File: src/rtl/rtc_cmd_master_pkg.sv
`default_nettype none
// ============================================================================
// Module   : rtc_cmd_master_pkg
// Brief    : Opcodes, command field widths and FSM encoding for the RTC
//            command master.
// Revision : 1.0
// ============================================================================
package rtc_cmd_master_pkg;

  localparam int OP_W   = 8;
  localparam int DATA_W = 16;
  localparam int CMD_W  = OP_W + DATA_W;

  localparam logic [OP_W-1:0] RUN  = 8'd1;
  localparam logic [OP_W-1:0] STOP = 8'd2;
  localparam logic [OP_W-1:0] SET  = 8'd3;
  localparam logic [OP_W-1:0] GET  = 8'd4;
  localparam logic [OP_W-1:0] ON   = 8'd5;
  localparam logic [OP_W-1:0] OFF  = 8'd6;

  localparam int ST_W = 2;
  localparam logic [ST_W-1:0] ST_IDLE  = 2'd0;
  localparam logic [ST_W-1:0] ST_ISSUE = 2'd1;
  localparam logic [ST_W-1:0] ST_WAIT  = 2'd2;
  localparam logic [ST_W-1:0] ST_RESP  = 2'd3;

endpackage
`default_nettype wire

File: src/rtl/rtc_cmd_master_cmd_fifo.sv
`default_nettype none
// ============================================================================
// Module   : cmd_fifo
// Brief    : Synchronous FIFO with head-of-queue output, no write bypass.
// Revision : 1.0
// ============================================================================
module cmd_fifo #(
  parameter int WIDTH = 24,
  parameter int DEPTH = 4
) (
  input  logic             clk,
  input  logic             rst,
  input  logic             push,
  input  logic             pop,
  input  logic [WIDTH-1:0] din,
  output logic             full,
  output logic             empty,
  output logic [WIDTH-1:0] head
);

  localparam int AW = $clog2(DEPTH);
  localparam int PW = AW + 1;

  logic [WIDTH-1:0] r_mem [DEPTH];
  logic [PW-1:0]    r_wr_ptr;
  logic [PW-1:0]    r_rd_ptr;
  logic             w_push;
  logic             w_pop;

  // Extra pointer MSB distinguishes full from empty when the indices match.
  assign empty  = (r_wr_ptr == r_rd_ptr);
  assign full   = (r_wr_ptr[AW] != r_rd_ptr[AW]) &&
                  (r_wr_ptr[AW-1:0] == r_rd_ptr[AW-1:0]);
  assign w_push = push && !full;
  assign w_pop  = pop && !empty;
  assign head   = r_mem[r_rd_ptr[AW-1:0]];

  always_ff @(posedge clk or negedge rst) begin
    if (!rst) begin
      r_wr_ptr <= '0;
      r_rd_ptr <= '0;
    end else begin
      if (w_push) r_wr_ptr <= r_wr_ptr + PW'(1);
      if (w_pop)  r_rd_ptr <= r_rd_ptr + PW'(1);
    end
  end

  always_ff @(posedge clk) begin
    if (w_push) r_mem[r_wr_ptr[AW-1:0]] <= din;
  end

endmodule
`default_nettype wire

File: src/rtl/rtc_cmd_master.sv
`default_nettype none
// ============================================================================
// Module   : rtc_cmd_master
// Brief    : Queues CPU commands and issues them to the RTC; GET ops wait
//            (bounded) for the peripheral reply and return its payload.
// Revision : 1.0
// ============================================================================
module rtc_cmd_master
  import rtc_cmd_master_pkg::*;
#(
  parameter int FIFO_DEPTH = 4,
  parameter int TIMEOUT    = 64
) (
  input  logic              clk,
  input  logic              rst,
  input  logic              req_valid,
  output logic              req_ready,
  input  logic [OP_W-1:0]   req_op,
  input  logic [DATA_W-1:0] req_data,
  output logic              resp_valid,
  input  logic              resp_ready,
  output logic [DATA_W-1:0] resp_data,
  output logic              resp_err,
  output logic              start,
  output logic [CMD_W-1:0]  cmd,
  input  logic              p_rdy,
  input  logic [CMD_W-1:0]  p_out,
  output logic              busy
);

  localparam int TW = (TIMEOUT > 2) ? $clog2(TIMEOUT) : 1;
  localparam logic [TW-1:0] c_TIMER_MAX = TW'(TIMEOUT - 2);

  logic [ST_W-1:0]   r_state;
  logic [ST_W-1:0]   w_next_state;
  logic [CMD_W-1:0]  r_cmd;
  logic [TW-1:0]     r_timer;
  logic [DATA_W-1:0] r_resp_data;
  logic              r_resp_err;
  logic              w_full;
  logic              w_empty;
  logic [CMD_W-1:0]  w_head;
  logic              w_pop;
  logic              w_is_get;
  logic              w_capture;
  logic              w_timeout;

  cmd_fifo #(
    .WIDTH (CMD_W),
    .DEPTH (FIFO_DEPTH)
  ) u_fifo (
    .clk   (clk),
    .rst   (rst),
    .push  (req_valid),
    .pop   (w_pop),
    .din   ({req_op, req_data}),
    .full  (w_full),
    .empty (w_empty),
    .head  (w_head)
  );

  assign w_is_get  = (r_cmd[CMD_W-1:DATA_W] == GET);
  assign w_capture = p_rdy && ((r_state == ST_WAIT) ||
                               ((r_state == ST_ISSUE) && w_is_get));
  assign w_timeout = (r_state == ST_WAIT) && !p_rdy && (r_timer == c_TIMER_MAX);

  always_ff @(posedge clk or negedge rst) begin
    if (!rst) r_state <= ST_IDLE;
    else      r_state <= w_next_state;
  end

  always_comb begin
    w_next_state = r_state;
    case (r_state)
      ST_IDLE:  if (!w_empty) w_next_state = ST_ISSUE;
      ST_ISSUE: begin
        if (!w_is_get)  w_next_state = ST_IDLE;
        else if (p_rdy) w_next_state = ST_RESP;
        else            w_next_state = ST_WAIT;
      end
      ST_WAIT:  if (p_rdy || w_timeout) w_next_state = ST_RESP;
      ST_RESP:  if (resp_ready) w_next_state = ST_IDLE;
      default:  w_next_state = ST_IDLE;
    endcase
  end

  always_comb begin
    w_pop      = 1'b0;
    start      = 1'b0;
    resp_valid = 1'b0;
    case (r_state)
      ST_IDLE:  w_pop      = !w_empty;
      ST_ISSUE: start      = 1'b1;
      ST_WAIT:  start      = 1'b1;
      ST_RESP:  resp_valid = 1'b1;
      default:  ;
    endcase
  end

  always_ff @(posedge clk or negedge rst) begin
    if (!rst) begin
      r_cmd       <= '0;
      r_timer     <= '0;
      r_resp_data <= '0;
      r_resp_err  <= 1'b0;
    end else begin
      if (w_pop) r_cmd <= w_head;

      // Timer counts WAIT cycles; it saturates so it can never wrap.
      if (r_state == ST_ISSUE)
        r_timer <= '0;
      else if ((r_state == ST_WAIT) && (r_timer != c_TIMER_MAX))
        r_timer <= r_timer + TW'(1);

      if (w_capture) begin
        r_resp_data <= p_out[DATA_W-1:0];
        r_resp_err  <= (p_out[CMD_W-1:DATA_W] != GET);
      end else if (w_timeout) begin
        r_resp_data <= '0;
        r_resp_err  <= 1'b1;
      end else if ((r_state == ST_RESP) && resp_ready) begin
        r_resp_data <= '0;
        r_resp_err  <= 1'b0;
      end
    end
  end

  assign req_ready = !w_full;
  assign cmd       = r_cmd;
  assign resp_data = r_resp_data;
  assign resp_err  = r_resp_err;
  assign busy      = (r_state != ST_IDLE) || !w_empty;

endmodule
`default_nettype wire
File: config.mk
export PLATFORM = sky130hd
export DESIGN_NAME = rtc_cmd_master
export DESIGN_NICKNAME = d
export VERILOG_FILES = /design/src/rtl/rtc_cmd_master_pkg.sv /design/src/rtl/rtc_cmd_master_cmd_fifo.sv /design/src/rtl/rtc_cmd_master.sv
export SDC_FILE = /design/constraint.sdc
export NUM_CORES = 1
export LEC_CHECK = 0
export BUFFER_PORTS_ARGS = -buffer_cell sky130_fd_sc_hd__buf_2
export CELL_PAD_IN_SITES_DETAIL_PLACEMENT = 1
export CELL_PAD_IN_SITES_GLOBAL_PLACEMENT = 2
export CORE_ASPECT_RATIO = 0.7
export CORE_UTILIZATION = 44
export CTS_CLUSTER_DIAMETER = 40
export DETAILED_ROUTE_END_ITERATION = 6
export GPL_TIMING_DRIVEN = 0
export PLACE_DENSITY_LB_ADDON = 0.12
export SYNTH_ARGS = -nofsm -noshare
export SYNTH_HDL_FRONTEND = slang
export SYNTH_HIERARCHICAL = 1
export SYNTH_SLANG_ARGS = --single-unit
File: constraint.sdc
create_clock -name clk -period 3.5 [get_ports clk]
set_clock_uncertainty 0.1 [all_clocks]
set_input_delay 0 -clock clk [delete_from_list [all_inputs] [get_ports clk]]
set_output_delay 0 -clock clk [all_outputs]
set_load 0.02 [all_outputs]
# After elaboration in Yosys (flattened, before gate mapping)
# Memories as Yosys holds them, arrays and structs flattened. A register that Yosys moved wholly into a read port is not among the register bits.
# Index checks and enable logic that the tools add are counted.
dict set report classes {
  muxes 19
  n_addsub 3
  n_reduce_logical 22
  n_eq_ne 13
}
# cell count
set op_table {}
lappend op_table {{$mux W16} 3}
lappend op_table {{$mux W6} 2}
lappend op_table {{$logic_and A1 B1 Y1} 9}
lappend op_table {{$mux W1} 9}
lappend op_table {{$eq A8 B3 Y1 const B} 1}
lappend op_table {{$mux W2} 4}
lappend op_table {{$ne A8 B3 Y1 const B} 1}
lappend op_table {{$pmux W2 S4} 1}
lappend op_table {{$add A3 B1 Y3 const B} 2}
lappend op_table {{$add A6 B1 Y6 const B} 1}
lappend op_table {{$eq A6 B6 Y1 const B} 1}
lappend op_table {{$ne A6 B6 Y1 const B} 1}
lappend op_table {{$eq A2 B2 Y1 const B} 2}
lappend op_table {{$logic_not A1 Y1} 4}
lappend op_table {{$ne A2 B2 Y1 const B} 2}
lappend op_table {{$reduce_bool A2 Y1} 2}
lappend op_table {{$eq A3 B3 Y1} 1}
lappend op_table {{$logic_or A1 B1 Y1} 3}
lappend op_table {{$reduce_and A3 Y1} 1}
lappend op_table {{$reduce_bool A3 Y1} 1}
lappend op_table {{$eq A2 B1 Y1 const B} 1}
lappend op_table {{$eq A2 B2 Y1} 1}
lappend op_table {{$logic_not A2 Y1} 1}
lappend op_table {{$ne A2 B1 Y1 const B} 1}
lappend op_table {{other kinds (2)} 2}
dict set report word_totals {
  mem_bits_rw 96
  register_bits 31
  mem_count 1
  output_inout_bits 45
}
# memory words word_bits read_ports rd_ports_with_merged_regs write_ports line
set memory_table {}
lappend memory_table {u_fifo.r_mem 4 24 1 1 1 rtc_cmd_master_cmd_fifo.sv:24} ;# logic [WIDTH-1:0] r_mem [DEPTH];

# Longest topological paths before layout
# Gate-level depths: netlist (run 1).
dict set report depth {
  word_depth 6
  mapped_depth 9
}

# Modules after synthesis
# Netlist (run 1), hierarchy kept.
# mod n_inst cells_per_inst seq_area_each_um2 area_per_inst_um2
set modules_own_cells {}
lappend modules_own_cells {cmd_fifo 1 174 3032.9 3981.3}
lappend modules_own_cells {rtc_cmd_master 1 189 1226.2 2197.1}

# Worst setup path before layout (run 1)
# No wires, ideal clock.
dict set report synth_path {
  kind {reg-to-reg}
  startpoint {register u_fifo.r_rd_ptr[1]}
  endpoint {register r_cmd[14], in the netlist cmd[14], read port of u_fifo.r_mem}
  required_time_ps 3275
  arrival_ps 2059
  setup_time_ps 125
  n_path_buf 3
  path_slack_ps 1216
  stages_incl_launch_ff 8
  path_cell_list {dfrtp_1 -> buf_4 -> xor2_1 -> nor3_1 -> nor2b_1 -> clkbuf_1 -> buf_1 -> mux2_2}
}
dict set report synth_between {
  elab_chain_len 3
}
# element line
set synth_lines {}
lappend synth_lines {{start: declaration} rtc_cmd_master_cmd_fifo.sv:26} ;# logic [PW-1:0] r_rd_ptr;
lappend synth_lines {{start signal: assignment} rtc_cmd_master_cmd_fifo.sv:44} ;# if (w_pop) r_rd_ptr <= r_rd_ptr + PW'(1);
lappend synth_lines {{$eq A3 B3 Y1} rtc_cmd_master_cmd_fifo.sv:31} ;# assign empty = (r_wr_ptr == r_rd_ptr);
lappend synth_lines {{via w_empty} rtc_cmd_master.sv:41} ;# logic w_empty;
lappend synth_lines {{$logic_not A1 Y1} rtc_cmd_master.sv:92} ;# ST_IDLE: w_pop = !w_empty;
lappend synth_lines {{$mux W1} rtc_cmd_master.sv:91} ;# case (r_state)
lappend synth_lines {{via w_pop} rtc_cmd_master.sv:43} ;# logic w_pop;
lappend synth_lines {{end: declaration} rtc_cmd_master.sv:36} ;# logic [CMD_W-1:0] r_cmd;
# The timed path passes the listed nets, and every way through them passes these cells.
# A chain may end at the register's enable or synchronous reset.

# Final worst setup path (run 1)
dict set report layout_path {
  startpoint {register u_fifo.r_rd_ptr[1]}
  endpoint {register u_fifo.r_rd_ptr[2]}
}
dict set report layout_between {
  elab_chain_len 4
  elab_cells_between_ends 5
  classes_between {1 x add/sub; 1 x eq/ne; 1 x mux; 2 x reduce/logical}
}
# element line
set layout_lines {}
lappend layout_lines {{$eq A3 B3 Y1} rtc_cmd_master_cmd_fifo.sv:31}
lappend layout_lines {{via w_empty} rtc_cmd_master.sv:41}
lappend layout_lines {{$logic_not A1 Y1} rtc_cmd_master.sv:92}
lappend layout_lines {{$mux W1} rtc_cmd_master.sv:91}
lappend layout_lines {{via w_pop} rtc_cmd_master.sv:43}
lappend layout_lines {{$logic_and A1 B1 Y1} rtc_cmd_master_cmd_fifo.sv:35} ;# assign w_pop = pop && !empty;
# The timed path passes the listed nets, and every way through them passes these cells.

==> results of run 1 <==
-- stage by stage --
step	std cells	area (um2)	hold WS [ns]	setup slack (ns)
final	730	8070	0.0182	0.345
after floorplan	363	6180	-0.396	1.22
after detailed placement	646	6930	0.0410	0.415
after CTS	730	8070	0.00998	0.379
after global routing	730	8070	0.0315	0.101
after global placement	645	6900	0.105	0.527
-- worst paths after layout --
check,startpoint,end,slack (ns)
max,u_fifo/r_rd_ptr[1]$_DFFE_PN0P_,u_fifo/r_rd_ptr[2]$_DFFE_PN0P_,0.35
min,resp_ready,resp_data[6]$_DFFE_PN0P_,0.02
max reg2reg,u_fifo/r_rd_ptr[1]$_DFFE_PN0P_,u_fifo/r_rd_ptr[2]$_DFFE_PN0P_,0.35
min reg2reg,cmd[9]$_DFFE_PN0P_,cmd[9]$_DFFE_PN0P_,0.40
max in group asynchronous,rst,cmd[18]$_DFFE_PN0P_,2.66
min in group asynchronous,rst,cmd[9]$_DFFE_PN0P_,0.12
-- layout make-up --
cell class / count / area (um2)
plain buffers: 14 / 93.8
clock buffers: 21 / 493
clock inverters: 11 / 120
fillers: 1295 / 5370
inverters: 8 / 30.0
multi-input cells: 190 / 1810
flip-flops and latches: 151 / 4260
well taps: 185 / 231
repair buffers: 150 / 1040
-- cells by family (layout without fill, tap and decap cells) --
kind of cell,after synthesis,count (layout),synth area share (%)
buffers and inverters,22,204,2.00
flip-flops,151,151,68.9
XOR/XNOR,14,14,2.35
multiplexers,49,49,13.3
AO/OA/AOI/OAI,43,43,5.31
AND/OR/NAND/NOR,72,72,5.67
adder cells (fa/ha/maj),12,12,2.43
-- layer usage --
metal | vias up | global-route usage, % | part of all wire [%]
met2 | 65 | 34.5 | 49
met1 | 1969 | 29.8 | 47
li1 | 1715 | - | -
met3 | 12 | 4.68 | 2.8
met4 | 0 | 7.36 | 1.0
met5 | - | 0 | 0
-- power breakdown --
group          internal (uW)  switching, uW  total [uW]
registers               2450            267        2710
logic                   1110           1400        2510
clock network           1110            774        1880
-- cell usage in the layout (no fill, tap or decap), types with 4 or more instances in the layout --
cell and n:
dfrtp_1 55, o31ai_2 4, a21oi_1 5, mux2_2 25
xnor2_1 5, ha_1 12, clkbuf_16 19, edfxtp_1 96
o21ai_0 15, dlygate4sd3_1 52, nand2_1 42, inv_6 5
inv_1 8, nor2_1 5, buf_4 5, mux4_2 24
xor2_1 6, buf_2 99
-- registers in the layout, summed over array words and instances (netlist names), named ones only --
| name | flops |
|---|---|
| u_fifo/r_mem | 96 |
| cmd | 24 |
| resp_data | 16 |
| r_timer | 6 |
| u_fifo/r_rd_ptr | 3 |
| u_fifo/r_wr_ptr | 3 |
| r_state | 1 |
| resp_err | 1 |
-- worst max-delay path, stage by stage, from the launching register on --
cell      delay [ns]
dfrtp_1         0.40
buf_4           0.24
xor2_1          0.39
nor3_1          0.14
nor2b_1         0.24
clkbuf_1        0.42
buf_1           0.67
nand2_1         0.19
o31ai_2         0.27
==> impl_results.md, run 1 <==
* Nets at 597
* Syn_area_per_cell at 17.0 um2
* Layout cells sized above 1 at 37.6%
* Starting Density at 46.0%
* Post-synth ARST share at 36.4%
* Ant diodes at 0
* Synth area leaders: edfxtp_1, dfrtp_1, mux4_2, mux2_2, nand2_1
* Cts hold-fix bufs at 52
* Worst-path fanout max at 13
* Tmin final at 3.15 ns
* Fin. max-slew vios at 0
* # rows at 35
* Routed vias/inst at 5.15
* Synth warn at 6
* RSZ-0062 raised after global routing: no
* Number of cells on the worst reg-to-reg path at 8
* Register area share after synthesis at 68.9%
* First-pass GRT wire length at 22.5 mm
* Final hold violations at 0
* Antenna violations before repair at 0
* Worst hold path class: input port to register
* Pwr Total at 7110 uW
* Largest net degree at the start of global routing at 56
* Core area at 0.0134 mm2
* Global Route Usage Sum at 21.6%
* Most used flip-flop cell after synthesis: edfxtp_1
* Power Density at 881 mW/mm2
* Mapped Nets at 428
* Final TNS setup at 0 ns
* Die Width at 144 um
* Final ANT Viol Nets at 0
* GRT Residual Overflow at 0
* CTS Buf Count at 17
* Area share of the largest cell type after synthesis at 46.7%
* Fin crit share at 90.1%
* WL/cell at 19.3 um
* Clock Root Buffer: clkbuf_16
* Status: finished clean
* Kind of critical path: register to register
* Synthesized cell area at 0.00618 mm2
* Distinct cells, synth at 46
* Starting DRT DRC Count at 195
* Worst Path Required at 3.72 ns
* CP Capture Type: register
* Die height at 101 um
* DIE AREA at 0.0145 mm2
* Synth area leader: edfxtp_1
* Final setup fails at 0
* Leakage power at 0.00321 uW
* Via count at 3761
* CTS Buffer Depth at 2
* VDD IR max at 0.000412 V
* Gp weighted congestion at 0.725
* CTS resizes at 0
* CTS H-tree lvls at 4
* Vias in the first global route at 3984
* Port bufs at 97
* DRC Markers at 0
* Cells after Synth at 363
* CTS sink cnt at 151
* Final HPWL DP at 8.70 mm
* Count leader, synth: edfxtp_1
* FMAX at 0.317 GHz
* Hold Path Cell Cnt at 4
* Post-CTS Setup Bufs at 0
* Number of flops mapped to enable cells by yosys at 96
* Clk pin slew, worst setup/hold paths at 0.06 ns
* # IOs at 98
* Worst EP arrival at 3.38 ns
* Worst-Margin Slew at 1.36 ns
* CP startpoint kind: register
* Total wire length at 14.1 mm
* Final Util at 60.0%
* Top cells by count, synth: edfxtp_1, dfrtp_1, nand2_1
* Number of synthesized register bits at 151
* Max Cap Viol at 0
* Headroom to the max-slew limit at 9.16%
* Clk_lat worst skew at 0.43 ns
* TritonRoute pass-1 iters at 4
* TritonCTS clock tree: built
* Area growth from synthesis to layout at 30.6%
No activity file was read; power rests on OpenSTA's default activity.
==> run 2, diff against run 1 <==
--- a/config.mk
+++ b/config.mk
@@ -8,8 +8,7 @@
 export BUFFER_PORTS_ARGS = -buffer_cell sky130_fd_sc_hd__buf_2
 export CELL_PAD_IN_SITES_DETAIL_PLACEMENT = 1
 export CELL_PAD_IN_SITES_GLOBAL_PLACEMENT = 2
-export CORE_ASPECT_RATIO = 0.7
-export CORE_UTILIZATION = 44
+export CORE_UTILIZATION = 41
 export CTS_CLUSTER_DIAMETER = 40
 export DETAILED_ROUTE_END_ITERATION = 6
 export GPL_TIMING_DRIVEN = 0
==> constraint.sdc (replaced) <==
create_clock -name clk -period 3.3 [get_ports clk]
set_clock_uncertainty 0.1 [all_clocks]
set_input_delay 0 -clock clk [delete_from_list [all_inputs] [get_ports clk]]
set_output_delay 0 -clock clk [all_outputs]
set_load 0.02 [all_outputs]
==> run 2 against run 1 <==
  * The flow now finishes with violations (DRC)
  * Design area shrank 0.26%
  * Maximum frequency up 3.6%
  * Highest routed layer unchanged
  * Largest cell class unchanged
  * Critical path depth increased by 1
  * Critical endpoint is now u_fifo/r_rd_ptr[1]$_DFFE_PN0P_
==> impl_results.md, run 2 (same netlist as run 1, synthesis figures left out) <==
* Pwr Total at 7390 uW (+3.9%)
* Max Cap Viol at 0 (unchanged)
* FMAX at 0.328 GHz (+3.6%)
* Global Route Usage Sum at 18.6% (-3.0 points)
* Slowest-stage cell, CP: buf_1
* WL/cell at 18.4 um (-4.9%)
* CP Capture Type: register
* # rows at 44 (+26%)
* Fin. max-slew vios at 0 (unchanged)
* Worst-path fanout max at 13 (unchanged)
* DIE AREA at 0.0156 mm2 (+7.1%)
* CP startpoint kind: register
* Gp weighted congestion at 0.743 (+2.5%)
* Final hold violations at 0 (unchanged)
* Total wire length at 13.4 mm (-4.7%)
* CTS sink cnt at 151 (unchanged)
* Worst Setup Slack, final at 0.254 ns (-0.0909 ns)
* Final ANT Viol Nets at 0 (unchanged)
* Violated checks: DRC
* Worst-Margin Slew at 0.796 ns (-0.567 ns)
* Buf+Inv Stages, Crit Path at 3 (unchanged)
* WHS at 0.0973 ns (+0.0791 ns)
* Max reg flops at 96 (unchanged)
* Die height at 125 um (+23%)
* Area growth from synthesis to layout at 30.3%
* Vias in the first global route at 3916 (-1.7%)
* Core area at 0.0146 mm2 (+8.9%)
* Worst Path Required at 3.49 ns (-0.23 ns)
* Starting Density at 42.2% (-3.8 points)
* TritonRoute pass-1 iters at 6 (+2)
* Final HPWL DP at 8.19 mm (-5.9%)
* Via count at 3703 (-1.5%)
* Status: finished, violations left
* Nets at 599 (+0.34%)
* DRC Markers at 26 (+26)
* Ant diodes at 0 (unchanged)
* First-pass GRT wire length at 21.5 mm (-4.2%)
* Post-CTS Setup Bufs at 0 (unchanged)
* Fin crit share at 92.3% (+2.2 points)
* Largest net degree at the start of global routing at 56 (unchanged)
* Clk pin slew, worst setup/hold paths at 0.06 ns (about the same)
* CP Cell Sequence: buf_4 -> xor2_1 -> nor3_1 -> nor2b_1 -> clkbuf_1 -> buf_1 -> nand2b_1 -> a21oi_1 -> a211oi_2
* Antenna violations before repair at 0 (unchanged)
* Tmin final at 3.05 ns (-0.109 ns)
* Power Density at 918 mW/mm2 (+4.2%)
* GRT Residual Overflow at 0 (unchanged)
* Die Width at 125 um (-13%)
* Headroom to the max-slew limit at 46.9% (+38 points)
* CTS Buf Count at 17 (unchanged)
* VDD IR max at 0.000508 V (+23%)
* RSZ-0062 raised after global routing: no
* Final TNS setup at 0 ns (unchanged)
* Final setup fails at 0 (unchanged)
* Clk_lat worst skew at 0.41 ns (-0.02 ns)
* Clock Root Buffer: clkbuf_16
* Leakage power at 0.00319 uW (-0.58%)
* Critical path's top delay family: buffers and inverters
* Layout cells sized above 1 at 37.3% (-0.32 points)
* Worst EP arrival at 3.24 ns (-0.14 ns)
* TritonCTS clock tree: built
* # IOs at 98 (unchanged)
* Kind of critical path: register to register
* Post-Place Worst Slack at 0.239 ns (-0.176 ns)
* Commonest cells after routing, fill and taps aside: buf_2, edfxtp_1, dfrtp_1
* Routed vias/inst at 5.07 (-1.7%)
* Commonest non-fill, non-tap cell in the layout: buf_2
* CTS H-tree lvls at 4 (unchanged)
* Starting DRT DRC Count at 189 (-3.1%)
* Worst hold path class: input port to register
* Slowest cell delay on critical path at 0.66 ns (about the same)
* Port bufs at 97 (unchanged)
* CTS Buffer Depth at 2 (unchanged)
-- run 2: where the power goes --
| group | internal, uW | switching (uW) | total (uW) |
|---|---|---|---|
| clock | 1110 | 745 | 1850 |
| sequential | 2590 | 281 | 2870 |
| combinational | 1190 | 1470 | 2660 |
| total | 4890 | 2500 | 7390 |
-- run 2: cell type report --
type / count / area [um2]
clock inverters: 9 / 93.8
well taps: 184 / 230
plain buffers: 14 / 93.8
inverters: 8 / 30.0
flip-flops and latches: 151 / 4260
repair buffers: 152 / 1060
clock buffers: 23 / 478
multi-input cells: 190 / 1810
fillers: 1411 / 6600
-- run 2: repair_timing --
action | in CTS | in global routing
hold buffers | 54 | 0
endpoints found under the hold margin | 171 | 0
gates resized for setup | 0 | 0
-- run 2: layer usage --
layer	up-vias	wire, um	track usage (%)
met5	-	0	0
met2	93	6670	31.0
met4	0	156	6.10
li1	1719	-	-
met3	16	587	4.55
met1	1875	6030	23.9
-- run 2: worst paths after layout --
path,startpoint,end,slack [ns],depth (start not counted)
worst max-delay path,u_fifo/r_rd_ptr[1]$_DFFE_PN0P_,u_fifo/r_rd_ptr[1]$_DFFE_PN0P_,0.25,9
worst min-delay path,resp_ready,register,0.1,4
worst max register to register,u_fifo/r_rd_ptr[1]$_DFFE_PN0P_,u_fifo/r_rd_ptr[1]$_DFFE_PN0P_,0.25,9
worst min register to register,cmd[15]$_DFFE_PN0P_,cmd[15]$_DFFE_PN0P_,0.40,1
max in group asynchronous,rst,cmd[3]$_DFFE_PN0P_,2.47,2
min in group asynchronous,rst,r_timer[0]$_DFFE_PN0P_,0.12,2
-- run 2: metrics by stage --
step / area, um2 / util, % / instances
detailed placement: 6930 / 47.3 / 645
global placement: 6890 / 47.1 / 644
global route: 8050 / 55.0 / 731
floorplan: 6180 / - / 363
finish: 8050 / 55.0 / 731
CTS: 8040 / 54.9 / 731
-- run 2: worst min-delay path: cells and delay by family --
kind          cells  cell delay [ns]
buf+inv           1             0.12
mux               1             0.16
simple gates      2             0.30
==> run 3, diff against run 2 <==
--- a/config.mk
+++ b/config.mk
@@ -12,7 +12,8 @@
 export CTS_CLUSTER_DIAMETER = 40
 export DETAILED_ROUTE_END_ITERATION = 6
 export GPL_TIMING_DRIVEN = 0
-export PLACE_DENSITY_LB_ADDON = 0.12
+export PLACE_DENSITY = 0.8
+export RECOVER_POWER = 100
 export SYNTH_ARGS = -nofsm -noshare
 export SYNTH_HDL_FRONTEND = slang
 export SYNTH_HIERARCHICAL = 1
==> run 3 against run 2 <==
  * The flow finishes with violations (DRC, capacitance limit, slew limit)
  * Die area is the same
  * Sequential cell count is the same
  * Hold slack worse by 0.0066 ns
  * Sequential power hardly changed
  * Clock power increased by 7%
  * Total power rose by 0.18%
  * Critical path type unchanged
  * Critical endpoint is now u_fifo/r_mem[3][22]$_DFFE_PP_
  * Largest cell class unchanged
  * Largest power group unchanged
==> impl_results.md, run 3 (same netlist as run 1, synthesis figures left out) <==
* Status: finished, violations left
* Violated checks: DRC, capacitance limit, slew limit
* Commonest non-fill, non-tap cell in the layout: edfxtp_1
* Clk_lat worst skew at 0.42 ns (about the same)
* FMAX at 0.338 GHz (+3.1%)
* Total wire length at 13.6 mm (+1.3%)
* Vias in the first global route at 4125 (+5.3%)
* TritonRoute pass-1 iters at 6 (unchanged)
* Hold Path Cell Cnt at 4 (unchanged)
* RSZ-0062 raised after global routing: no
* DIE AREA at 0.0156 mm2 (unchanged)
* Final hold violations at 0 (unchanged)
* Commonest cells after routing, fill and taps aside: edfxtp_1, clkbuf_1, dfrtp_1
* Setup slack, reg-to-reg at 0.34 ns (+0.09 ns)
* Die Width at 125 um (unchanged)
* VDD IR max at 0.000558 V (+9.8%)
* Max Cap Viol at 2 (+2)
* Reg-to-reg startpoint: u_fifo/r_rd_ptr[0]$_DFFE_PN0P_
* CTS Buffer Depth at 2 (unchanged)
* Via count at 3756 (+1.4%)
* Register area at 0.00426 mm2 (unchanged)
* Gp weighted congestion at 0.742 (-0.11%)
* Nets at 600 (+0.17%)
* # IOs at 98 (unchanged)
* Largest net degree at the start of global routing at 56 (unchanged)
* Final Util at 54.3% (-0.69 points)
* Global Route Usage Sum at 18.8% (+0.17 points)
* Worst hold path class: input port to register
* Die height at 125 um (unchanged)
* Clock Root Buffer: clkbuf_16
* Multi-input logic area at 0.00176 mm2 (-2.6%)
* Layout fillers at 1422 (+0.78%)
* Core area at 0.0146 mm2 (unchanged)
* Starting Density at 42.2% (unchanged)
* Clk pin slew, worst setup/hold paths at 0.07 ns (about the same)
* Min-delay src: resp_ready
* Port bufs at 97 (unchanged)
* WHS at 0.0907 ns (-0.00663 ns)
* Power Density at 931 mW/mm2 (+1.5%)
* DRC Markers at 21 (-19%)
* Ant diodes at 0 (unchanged)
* Routed vias/inst at 5.13 (+1.3%)
* CTS resizes at 0 (unchanged)
* Critical path startpoint: u_fifo/r_rd_ptr[0]$_DFFE_PN0P_
* Post-CTS Setup Bufs at 0 (unchanged)
* TritonCTS clock tree: built
* Antenna violations before repair at 0 (unchanged)
* CTS Buf Count at 17 (unchanged)
* Area growth from synthesis to layout at 28.6%
* Max reg flops at 96 (unchanged)
* Cts hold-fix bufs at 54 (unchanged)
* Fin. max-slew vios at 69 (+69)
* WL/cell at 18.6 um (+1.1%)
* Leakage power at 0.00297 uW (-6.9%)
* First-pass GRT wire length at 21.9 mm (+1.7%)
* Starting DRT DRC Count at 184 (-2.6%)
* # rows at 44 (unchanged)
* CP startpoint kind: register
* CP Capture Type: register
* CTS H-tree lvls at 4 (unchanged)
* Tmin final at 2.96 ns (-0.0902 ns)
* Final setup fails at 0 (unchanged)
* GRT Residual Overflow at 0 (unchanged)
* Worst EP arrival at 2.98 ns (-0.26 ns)
* Final HPWL DP at 8.27 mm (+0.99%)
* Fin crit share at 89.6% (-2.7 points)
* Worst-path fanout max at 13 (unchanged)
* Layout cells sized above 1 at 23.5% (-14 points)
* RR Endpoint: u_fifo/r_mem[3][22]$_DFFE_PP_
* Final TNS setup at 0 ns (unchanged)
* Final ANT Viol Nets at 0 (unchanged)
* CTS sink cnt at 151 (unchanged)
* Worst Path Required at 3.32 ns (-0.17 ns)
* Worst-Margin Slew at 1.93 ns (+1.13 ns)
* Headroom to the max-slew limit at -29.0% (-76 points)
* Number of cells on the worst reg-to-reg path at 4 (-5)
* Kind of critical path: register to register
==> run 3: layout make-up <==
class | count | share of cell area (%)
inverter | 8 | 0.378
sequential | 151 | 53.6
timing repair buffer | 153 | 12.2
clock buffer | 17 | 5.35
multi-input combinational | 190 | 22.2
tap | 184 | 2.90
clock inverter | 15 | 2.35
buffer | 14 | 1.07
==> run 3: worst max path at each step <==
| stage | to | slack [ns] | cells after the start |
|---|---|---|---|
| after floorplan | cmd[14]$_DFFE_PN0P_ | 1.02 | 7 |
| after global placement | cmd[7]$_DFFE_PN0P_ | 0.36 | 7 |
| after detailed placement | u_fifo/r_rd_ptr[1]$_DFFE_PN0P_ | 0.34 | 9 |
| after CTS | u_fifo/r_rd_ptr[1]$_DFFE_PN0P_ | 0.31 | 9 |
| after global routing | resp_data[4]$_DFFE_PN0P_ | 0.07 | 8 |
| final | u_fifo/r_mem[3][22]$_DFFE_PP_ | 0.34 | 4 |
==> run 3: through the flow <==
step | setup slack (ns) | cell area [um2] | cells | power, uW
detailed placement | 0.339 | 6930 | 645 | 5500
finish | 0.345 | 7950 | 732 | 7400
global route | 0.0709 | 7950 | 732 | 7770
CTS | 0.306 | 8080 | 731 | 7620
floorplan | 1.02 | 6180 | 363 | 4660
global placement | 0.364 | 6890 | 644 | 5370
==> run 3: power breakdown <==
part | total (uW) | switching, uW | internal (uW) | leakage, uW
Sequential | 2890 | 290 | 2600 | 0.00157
Clock | 1980 | 837 | 1150 | 0.000296
Combinational | 2530 | 1430 | 1100 | 0.00110
Total | 7400 | 2560 | 4840 | 0.00297
==> run 3: worst max-delay path, stage by stage, from the launching register on <==
cell	delay (ns)
dfrtp_1	0.39
buf_6	0.17
xnor2_1	0.23
a31oi_1	1.52
buf_16	0.24
==> run 3: layer usage <==
layer / GRT usage [%] / vias up / share of wire (%) / routed length (um)
li1: - / 1727 / - / -
met1: 22.5 / 1918 / 44 / 5970
met2: 32.6 / 102 / 50 / 6850
met3: 5.80 / 9 / 5.1 / 691
met4: 5.16 / 0 / 0.77 / 105
met5: 0 / - / 0 / 0
